## src/rtl/solver_sample_capture.sv

```systemverilog
`default_nettype none
// ============================================================================
// Module   : solver_sample_capture
// Purpose  : Decimating sample logger for the RK4 motor solver. Each kept
//            solver step {w, i} is tagged with a sequence number and queued in
//            a first-word-fall-through FIFO that drains through a valid/ready
//            read port toward the register/DMA side.
// Revision : 1.0 - initial release
// ============================================================================
module solver_sample_capture #(
  parameter int DEPTH   = 16,
  parameter int DECIM_W = 16,
  parameter int SEQ_W   = 16
) (
  input  logic                     clk,
  input  logic                     rst,
  input  logic                     sample_valid,
  input  logic [31:0]              i_in,
  input  logic [31:0]              w_in,
  input  logic                     enable,
  input  logic                     oneshot,
  input  logic [DECIM_W-1:0]       decim,
  input  logic                     clr_overflow,
  input  logic                     rd_ready,
  output logic                     rd_valid,
  output logic [63:0]              rd_data,
  output logic [SEQ_W-1:0]         rd_seq,
  output logic [$clog2(DEPTH):0]   count,
  output logic                     overflow,
  output logic                     done
);

  localparam int c_AW = $clog2(DEPTH);
  localparam int c_CW = c_AW + 1;
  localparam logic [c_CW-1:0] c_DEPTH_CNT = c_CW'(DEPTH);

  typedef enum logic [1:0] {
    ST_IDLE = 2'd0,
    ST_RUN  = 2'd1,
    ST_DONE = 2'd2
  } state_t;

  state_t              r_state;
  state_t              w_state_nxt;
  logic                w_enter_run;

  logic [DECIM_W-1:0]  r_dec_cnt;
  logic [SEQ_W-1:0]    r_seq;
  logic [c_CW-1:0]     r_cap_cnt;
  logic [c_CW-1:0]     w_cap_cnt_nxt;
  logic                w_cap_inc;
  logic                w_cap_full;

  logic [63:0]         r_mem_data [DEPTH];
  logic [SEQ_W-1:0]    r_mem_seq  [DEPTH];
  logic [c_AW-1:0]     r_wr_ptr;
  logic [c_AW-1:0]     r_rd_ptr;
  logic [c_CW-1:0]     r_count;
  logic                r_overflow;

  logic                w_strobe;
  logic                w_kept;
  logic                w_pop;
  logic                w_fifo_full;
  logic                w_write;
  logic                w_drop;

  // Capture qualification: only RUN listens to the solver, and a finished
  // one-shot run stops accepting strobes even before it reaches DONE.
  assign w_cap_full  = (r_cap_cnt == c_DEPTH_CNT);
  assign w_strobe    = sample_valid && (r_state == ST_RUN) && !(oneshot && w_cap_full);
  assign w_kept      = w_strobe && (r_dec_cnt == '0);

  // FIFO handshake: a full FIFO can still accept a write when the head leaves
  // in the same cycle.
  assign rd_valid    = (r_count != '0);
  assign w_pop       = rd_valid && rd_ready;
  assign w_fifo_full = (r_count == c_DEPTH_CNT);
  assign w_write     = w_kept && (!w_fifo_full || w_pop);
  assign w_drop      = w_kept && !w_write;

  // Capture counter saturates at DEPTH so a long continuous run cannot wrap it.
  assign w_cap_inc     = w_write && !w_cap_full;
  assign w_cap_cnt_nxt = r_cap_cnt + {{(c_CW-1){1'b0}}, w_cap_inc};

  // State register.
  always_ff @(posedge clk) begin
    if (rst) begin
      r_state <= ST_IDLE;
    end else begin
      r_state <= w_state_nxt;
    end
  end

  // Next-state logic; one-shot completion is judged on the post-write count so
  // DONE follows the DEPTH-th write immediately.
  always_comb begin
    w_state_nxt = r_state;
    w_enter_run = 1'b0;
    case (r_state)
      ST_IDLE: begin
        if (enable) begin
          w_state_nxt = ST_RUN;
          w_enter_run = 1'b1;
        end
      end
      ST_RUN: begin
        if (!enable) begin
          w_state_nxt = ST_IDLE;
        end else if (oneshot && (w_cap_cnt_nxt == c_DEPTH_CNT)) begin
          w_state_nxt = ST_DONE;
        end
      end
      ST_DONE: begin
        if (!enable) begin
          w_state_nxt = ST_IDLE;
        end
      end
      default: begin
        w_state_nxt = ST_IDLE;
      end
    endcase
  end

  // Decimation and capture counters; entering RUN guarantees the first strobe is kept.
  always_ff @(posedge clk) begin
    if (rst) begin
      r_dec_cnt <= '0;
      r_cap_cnt <= '0;
    end else if (w_enter_run) begin
      r_dec_cnt <= '0;
      r_cap_cnt <= '0;
    end else begin
      if (w_strobe) begin
        if (r_dec_cnt == '0) begin
          r_dec_cnt <= decim;
        end else begin
          r_dec_cnt <= r_dec_cnt - DECIM_W'(1);
        end
      end
      r_cap_cnt <= w_cap_cnt_nxt;
    end
  end

  // Sequence tag advances on every kept sample, so dropped samples leave gaps.
  always_ff @(posedge clk) begin
    if (rst) begin
      r_seq <= '0;
    end else if (w_kept) begin
      r_seq <= r_seq + SEQ_W'(1);
    end
  end

  // FIFO storage; contents need no reset because the outputs are gated by rd_valid.
  always_ff @(posedge clk) begin
    if (w_write) begin
      r_mem_data[r_wr_ptr] <= {w_in, i_in};
      r_mem_seq[r_wr_ptr]  <= r_seq;
    end
  end

  // FIFO pointers and occupancy; pointers wrap naturally since DEPTH is a power of two.
  always_ff @(posedge clk) begin
    if (rst) begin
      r_wr_ptr <= '0;
      r_rd_ptr <= '0;
      r_count  <= '0;
    end else begin
      if (w_write) begin
        r_wr_ptr <= r_wr_ptr + c_AW'(1);
      end
      if (w_pop) begin
        r_rd_ptr <= r_rd_ptr + c_AW'(1);
      end
      case ({w_write, w_pop})
        2'b10:   r_count <= r_count + c_CW'(1);
        2'b01:   r_count <= r_count - c_CW'(1);
        default: r_count <= r_count;
      endcase
    end
  end

  // Sticky overflow; a drop in the same cycle as a clear wins.
  always_ff @(posedge clk) begin
    if (rst) begin
      r_overflow <= 1'b0;
    end else if (w_drop) begin
      r_overflow <= 1'b1;
    end else if (clr_overflow) begin
      r_overflow <= 1'b0;
    end
  end

  // Head of the FIFO is presented directly; zero while empty.
  always_comb begin
    rd_data = '0;
    rd_seq  = '0;
    if (rd_valid) begin
      rd_data = r_mem_data[r_rd_ptr];
      rd_seq  = r_mem_seq[r_rd_ptr];
    end
  end

  assign count    = r_count;
  assign overflow = r_overflow;
  assign done     = (r_state == ST_DONE);

endmodule
`default_nettype wire

```

## config.mk

```make
export PLATFORM = sky130hd
export DESIGN_NAME = solver_sample_capture
export DESIGN_NICKNAME = d
export VERILOG_FILES = /design/src/rtl/solver_sample_capture.sv
export SDC_FILE = /design/constraint.sdc
export NUM_CORES = 1
export LEC_CHECK = 0
export CAP_MARGIN = 10
export CORE_ASPECT_RATIO = 0.6
export CORE_MARGIN = 4
export CORE_UTILIZATION = 60
export CTS_CLUSTER_SIZE = 25
export DETAILED_ROUTE_END_ITERATION = 8
export HOLD_SLACK_MARGIN = 0.1
export PLACE_DENSITY = 0.87
export SETUP_SLACK_MARGIN = 0.02
export SLEW_MARGIN = 20
export SYNTH_ARGS = -nofsm -noshare
export SYNTH_HDL_FRONTEND = slang
export SYNTH_SLANG_ARGS = --single-unit
```

## constraint.sdc

```tcl
create_clock -name clk -period 10 [get_ports clk]
set_clock_uncertainty 0.2 [all_clocks]
set_input_delay 1 -clock clk [delete_from_list [all_inputs] [get_ports clk]]
set_output_delay 1 -clock clk [all_outputs]
set_load 0.05 [all_outputs]
```

==> results of run 1 <==
==> placed cells by master, fill, tap and decap left out, types with 4 or more instances in the layout <==
cell type	netlist	routed
nor2_1	48	48
nand4_1	6	6
diode_2	0	8
bufinv_16	0	9
o41ai_1	6	6
ha_1	13	13
o211ai_1	4	4
clkbuf_16	0	111
nand3_1	12	12
nor4_1	6	6
o21ai_0	13	13
clkbuf_1	71	28
a21o_1	4	4
o22ai_1	82	82
o31ai_1	4	4
buf_4	1	27
nor2b_1	4	4
edfxtp_1	1280	1280
clkinv_2	0	24
xor2_1	7	7
clkinv_1	0	20
inv_1	11	11
xnor2_1	12	12
and3_4	0	12
dfxtp_1	57	54
clkdlybuf4s50_1	0	174
clkbuf_8	0	4
mux2i_1	168	168
or3_1	6	6
a21oi_1	27	27
nor3_1	6	4
and2_1	9	7
mux4_2	320	320
nand2_1	25	24
==> per-stage QoR <==
step | cells | setup WS [ns]
floorplan | 2316 | 1.67
global placement | 3532 | 4.62
detailed placement | 3532 | 4.58
CTS | 3737 | 3.76
global route | 3742 | 3.50
finish | 3747 | 3.83
==> worst paths after layout <==
path | to | slack [ns] | depth (start not counted)
worst max-delay path | rd_seq[11] | 3.83 | 6
worst min-delay path | r_dec_cnt[1] | 0.31 | 2
worst max register to register | r_mem_data[7][34] | 5.43 | 7
worst min register to register | r_dec_cnt[1] | 0.31 | 2
==> layout make-up <==
type                    count  area (µm²)
inverters                  11        41.3
multi-input cells         845       11300
diodes                      8        20.0
flip-flops and latches   1337       39600
well taps                1134        1420
fillers                  4846       26200
clock inverters            62         578
repair buffers            207        2070
clock buffers             143        2940
==> flip-flops by register name, indices dropped and copies added, names as in the netlist, named ones only <==
register	count
count	5
r_state	2
r_mem_seq	256
r_seq	16
r_mem_data	1024
overflow	1
r_dec_cnt	16
r_rd_ptr	4
r_wr_ptr	4
r_cap_cnt	5
==> cell usage after synthesis (all sizes together) (3+ instances only) <==
cell,number
o41ai,6
edfxtp,1280
o31ai,4
mux4,320
nor4b,3
nand4,6
nor2,48
or2,3
nor3b,3
o22ai,82
nor3,7
a21o,4
ha,13
and3,15
clkbuf,71
dfxtp,57
or3,10
o21ai,14
xnor2,12
nand2b,3
and2,9
or4,3
mux2i,168
buf,52
nor4,9
a21oi,27
nand2,25
nor2b,4
o211ai,4
nand3,12
xor2,7
inv,11
==> where the power goes <==
part | switching [mW] | internal [mW]
Sequential | 0.0762 | 6.14
Combinational | 1.52 | 1.07
Clock | 1.97 | 2.31
==> layer usage <==
layer  track usage (%)  up-vias  wire, µm
met3              5.01      263     10700
met1              36.8    13500     44000
met5                 0        -        73
li1                  -    10200         -
met2              45.9     1712     62100
met4              8.24       10      3440
==> kinds of logic (layout without fill, tap and decap cells) <==
| group | count (synthesis) | in the layout | synth area share, % |
|---|---|---|---|
| muxes | 489 | 489 | 17.3 |
| adders and majority gates | 14 | 14 | 0.356 |
| AOI/OAI and AO/OA | 154 | 154 | 1.88 |
| buffers and inverters | 134 | 423 | 1.08 |
| xor gates and xnor gates | 19 | 19 | 0.324 |
| and+or+nand+nor | 169 | 169 | 1.88 |
| DFF | 1337 | 1337 | 77.1 |
| other | 0 | 8 | 0 |
==> worst register-to-register path, stage by stage, from the launching register on <==
cell,delay [ns]
dfxtp_1,0.36
inv_1,0.07
ha_1,0.38
nor2b_1,0.35
o211ai_1,0.25
nor4b_1,0.88
and2_4,0.76
buf_4,0.89
==> impl_metrics.ini, run 1 <==
[logic_synthesis]
synth_flop_cell = edfxtp_1
syn_nets = 2417
ys_async_sr_fraction_pct = 0
mappedNetlistArea_um2 = 51300
synthDominantAreaCellType = edfxtp_1
sequential_fraction_of_the_synthesis_area_pct = 77.1
ys_top_cells_by_area = edfxtp_1, mux4_2, mux2i_1
ys.warnings.count = 0
post_synth.cell_area_avg_um2 = 22.2
synthDominantCellAreaShare_pct = 74.9
distinct_cell_type_count_after_synthesis = 59
synth_seq_cells = 1337
post_synth_inst_count = 2316
synth-edff-count = 1280

[worst_setup_path]
timing.critical_path.cells = buf_4 > buf_4 > mux4_2 > mux2i_1 > o22ai_1 > clkdlybuf4s50_1
critical_path.endpoint_type = primary output
standard_cell_with_the_maximum_stage_delay_on_the_critical_path = dfxtp_4
crit_path_max_incr_delay_ns = 0.97
start_kind = register
timing.critical_path.max_delay_family = buffers and inverters
worst-path-max-fanout = 41
worst-endpoint-required_ns = 8.80
buf_inv_stages_crit_path = 3
data_arrival_at_the_endpoint_of_the_critical_path_ns = 4.97
crit_path_frequent_cell = buf_4
critPathKind = register to primary output
critical_path.reg2reg.startpoint = r_dec_cnt[0]

[clocking]
root_buffer = clkbuf_16
cts.reportedPaths.clkPinSlew_ns = 0.07
numCtsBuffers = 110
clock_path_buffers = 3
post_cts_buffers = 0
tritoncts = built
clk-insertion-delay-late_ns = 0.71
cts_resized = 0
cts_sinks = 1337
clock_tree.htree_level_count = 3
post_cts_hold_buffer_count = 0

[power]
power_density_nw_per_um2 = 226
irDropWorstVdd_uv = 190
total_power_mw = 13.1
static-leakage-power_nw = 17.1

[final_layout]
utilization_after_layout_pct = 68.9
layout.cell_area.non_filler_um2 = 57900
area.growth.synth_to_final_pct = 12.9
drive_above_1_share_pct = 21.3
design.final.nets = 2613

[min_path]
hold_path_class = register to register
hp-start = r_dec_cnt[1]

[sta]
timing.final.setup_violations = 0
hold-worst-slack_ns = 0.312
rsz0062_at_grt = no
finalCriticalPeriod_ns = 6.17
final.period_utilization_pct = 61.7
totalNegativeSetupSlack_ns = 0
hold_violations = 0
max_freq_ghz = 0.162
slew_viol_final = 0
worst_slew_margin_rel_pct = 27.8
worst_margin_slew_ns = 1.08

[place]
detailed_place.area_um2 = 54300
port_buffers = 174
hpwlAfterDp_mm = 57.8
globalplace.congestion = 0.794

[route]
final_antenna_net_count = 0
route.detailed.wl_per_inst_um = 32.1
drtIter0Drc = 3669
routed-via-count = 25600
first_pass_iters = 6
finalWirelength_mm = 120
avgViaCountPerCell = 6.84
drcViolationCount = 0

[global_route]
largest_net_degree_at_the_start_of_global_routing = 186
global_route.usage.total_pct = 27.1
grt_pass1_vias = 26800
antenna_violations_before_repair = 9
first_pass_grt_wire_length_mm = 178
grt_remaining_overflow = 0

[die]
floorplan.initialDensity_pct = 61.0
std_cell_rows = 82
die_height_um = 235
io-pin-count = 175
floorplan.die_area_um2 = 90400
die_x_um = 386
fp.coreArea_um2 = 84100

[job]
drv.max_cap_violation_count = 0

[outcome]
run_status = finished, final reports clean
(Power assumes the default switching activity.)
==> run 2, diff against run 1 <==
--- a/config.mk
+++ b/config.mk
@@ -8,11 +8,11 @@
 export CAP_MARGIN = 10
 export CORE_ASPECT_RATIO = 0.6
 export CORE_MARGIN = 4
-export CORE_UTILIZATION = 60
+export CORE_UTILIZATION = 55
 export CTS_CLUSTER_SIZE = 25
 export DETAILED_ROUTE_END_ITERATION = 8
 export HOLD_SLACK_MARGIN = 0.1
-export PLACE_DENSITY = 0.87
+export PLACE_DENSITY = 0.85
 export SETUP_SLACK_MARGIN = 0.02
 export SLEW_MARGIN = 20
 export SYNTH_ARGS = -nofsm -noshare
==> constraint.sdc (replaced) <==
create_clock -name clk -period 4.9 [get_ports clk]
set_clock_uncertainty 0.2 [all_clocks]
set_input_delay 0.49 -clock clk [delete_from_list [all_inputs] [get_ports clk]]
set_output_delay 0.49 -clock clk [all_outputs]
set_load 0.05 [all_outputs]
==> run 2 against run 1 <==
  * Via count barely moved
  * Clock power up 120%
  * Global-route usage down 2.1 points
==> impl_metrics.ini, run 2 (same netlist as run 1, synthesis figures left out) <==
[outcome]
run_status = finished, final reports clean

[die]
die_x_um = 402
floorplan.initialDensity_pct = 55.7
fp.coreArea_um2 = 92100
floorplan.die_area_um2 = 98400
io-pin-count = 175
die_height_um = 245
std_cell_rows = 86

[final_layout]
max_reg_flops = 1024
drive_above_1_share_pct = 23.2
area.growth.synth_to_final_pct = 15.0
final_cell_mix = edfxtp_1, mux4_2, clkdlybuf4s50_1, mux2i_1, clkbuf_16
layout_commonest_cell = edfxtp_1
regMostFlops = r_mem_data
design.final.nets = 2653
n_fill_cell = 5814
biggestRegsByFlops = r_mem_data x1024, r_mem_seq x256

[worst_setup_path]
start_kind = register
worst-endpoint-required_ns = 4.21
worst-path-max-fanout = 32
reg2reg_depth = 11
critical_path.endpoint_type = primary output
critPathKind = register to primary output
data_arrival_at_the_endpoint_of_the_critical_path_ns = 3.85

[route]
drtIter0Drc = 3337
drcViolationCount = 0
avgViaCountPerCell = 6.60
routed-via-count = 25600
route.detailed.wl_per_inst_um = 31.5
first_pass_iters = 5
final_antenna_net_count = 0
finalWirelength_mm = 122

[power]
total_power_mw = 27.5
power_density_nw_per_um2 = 466
irDropWorstVdd_uv = 295
static-leakage-power_nw = 17.6

[sta]
timing.final.setup_violations = 0
setup_ws_ns = 0.364
worst_slew_margin_rel_pct = 37.9
worst_margin_slew_ns = 0.929
slew_viol_final = 0
finalCriticalPeriod_ns = 4.54
max_freq_ghz = 0.220
hold_violations = 0
final.period_utilization_pct = 92.6
rsz0062_at_grt = no

[clocking]
cts_sinks = 1337
numCtsBuffers = 111
root_buffer = clkbuf_16
clock_tree.htree_level_count = 3
clock_path_buffers = 3
post_cts_hold_buffer_count = 0
clk-insertion-delay-late_ns = 0.71
post_cts_buffers = 0
tritoncts = built
cts_resized = 0
cts.reportedPaths.clkPinSlew_ns = 0.07

[place]
globalplace.congestion = 0.793
hpwlAfterDp_mm = 64.6
port_buffers = 174
detailedPlace.worstSlack_ns = 1.05

[global_route]
grt_pass1_vias = 26300
global_route.usage.total_pct = 25.1
grt_remaining_overflow = 0
first_pass_grt_wire_length_mm = 180
antenna_violations_before_repair = 10
largest_net_degree_at_the_start_of_global_routing = 105

[job]
drv.max_cap_violation_count = 0

[min_path]
min_path_cells = 3
hold_path_class = primary input to register
run 2: worst paths after layout:
kind / startpoint / to / slack, ns
setup / recovery: count[0] / rd_data[43] / 0.36
hold / removal: decim[3] / r_dec_cnt[3] / 0.22
setup reg to reg: count[0] / count[4] / 1.26
hold reg to reg: r_state[1] / r_state[0] / 0.30
run 2: worst max-delay path, stage by stage (launching register included):
cell and delay [ns]:
dfxtp_1 0.38, nor4_1 0.52, nand2_1 0.29, nand2_4 0.52
buf_4 0.47, o22ai_1 0.17, clkdlybuf4s50_1 0.73
run 2: where the power goes:
part | internal [mW] | switching (mW) | leakage (nW)
clock | 5.33 | 4.08 | 1.87
sequential | 12.5 | 0.0913 | 11.9
combinational | 2.29 | 3.20 | 3.78
run 2: final cells by class:
class | instances | area [µm²] | share of cell area [%]
Sequential cell | 1337 | 39600 | 67.1
Antenna cell | 3 | 7.51 | 0.0127
Clock inverter | 83 | 972 | 1.65
Tap cell | 1232 | 1540 | 2.61
Timing Repair Buffer | 246 | 2730 | 4.63
Inverter | 11 | 41.3 | 0.0699
Clock buffer | 122 | 2860 | 4.85
Multi-Input combinational cell | 845 | 11300 | 19.1
run 2: routing by layer:
| metal | GRT usage [%] | wire (µm) | vias up |
|---|---|---|---|
| met5 | 0 | 75 | - |
| met3 | 5.76 | 11500 | 245 |
| met1 | 34.4 | 45900 | 13500 |
| li1 | - | - | 10300 |
| met2 | 41.5 | 61600 | 1579 |
| met4 | 6.16 | 3020 | 12 |
run 2: through the flow:
| step | cells | setup TNS (ns) | util (%) | hold WS, ns | instance area (µm²) |
|---|---|---|---|---|---|
| finish | 3879 | 0 | 64.1 | 0.223 | 59000 |
| CTS | 3876 | 0 | 64.1 | 0.182 | 59000 |
| detailed placement | 3671 | 0 | 59.9 | 0.284 | 55200 |
| global route | 3878 | 0 | 64.1 | 0.200 | 59000 |
| floorplan | 2316 | -114.16 | - | 0.251 | 51300 |
| global placement | 3671 | 0 | 59.9 | 0.262 | 55200 |
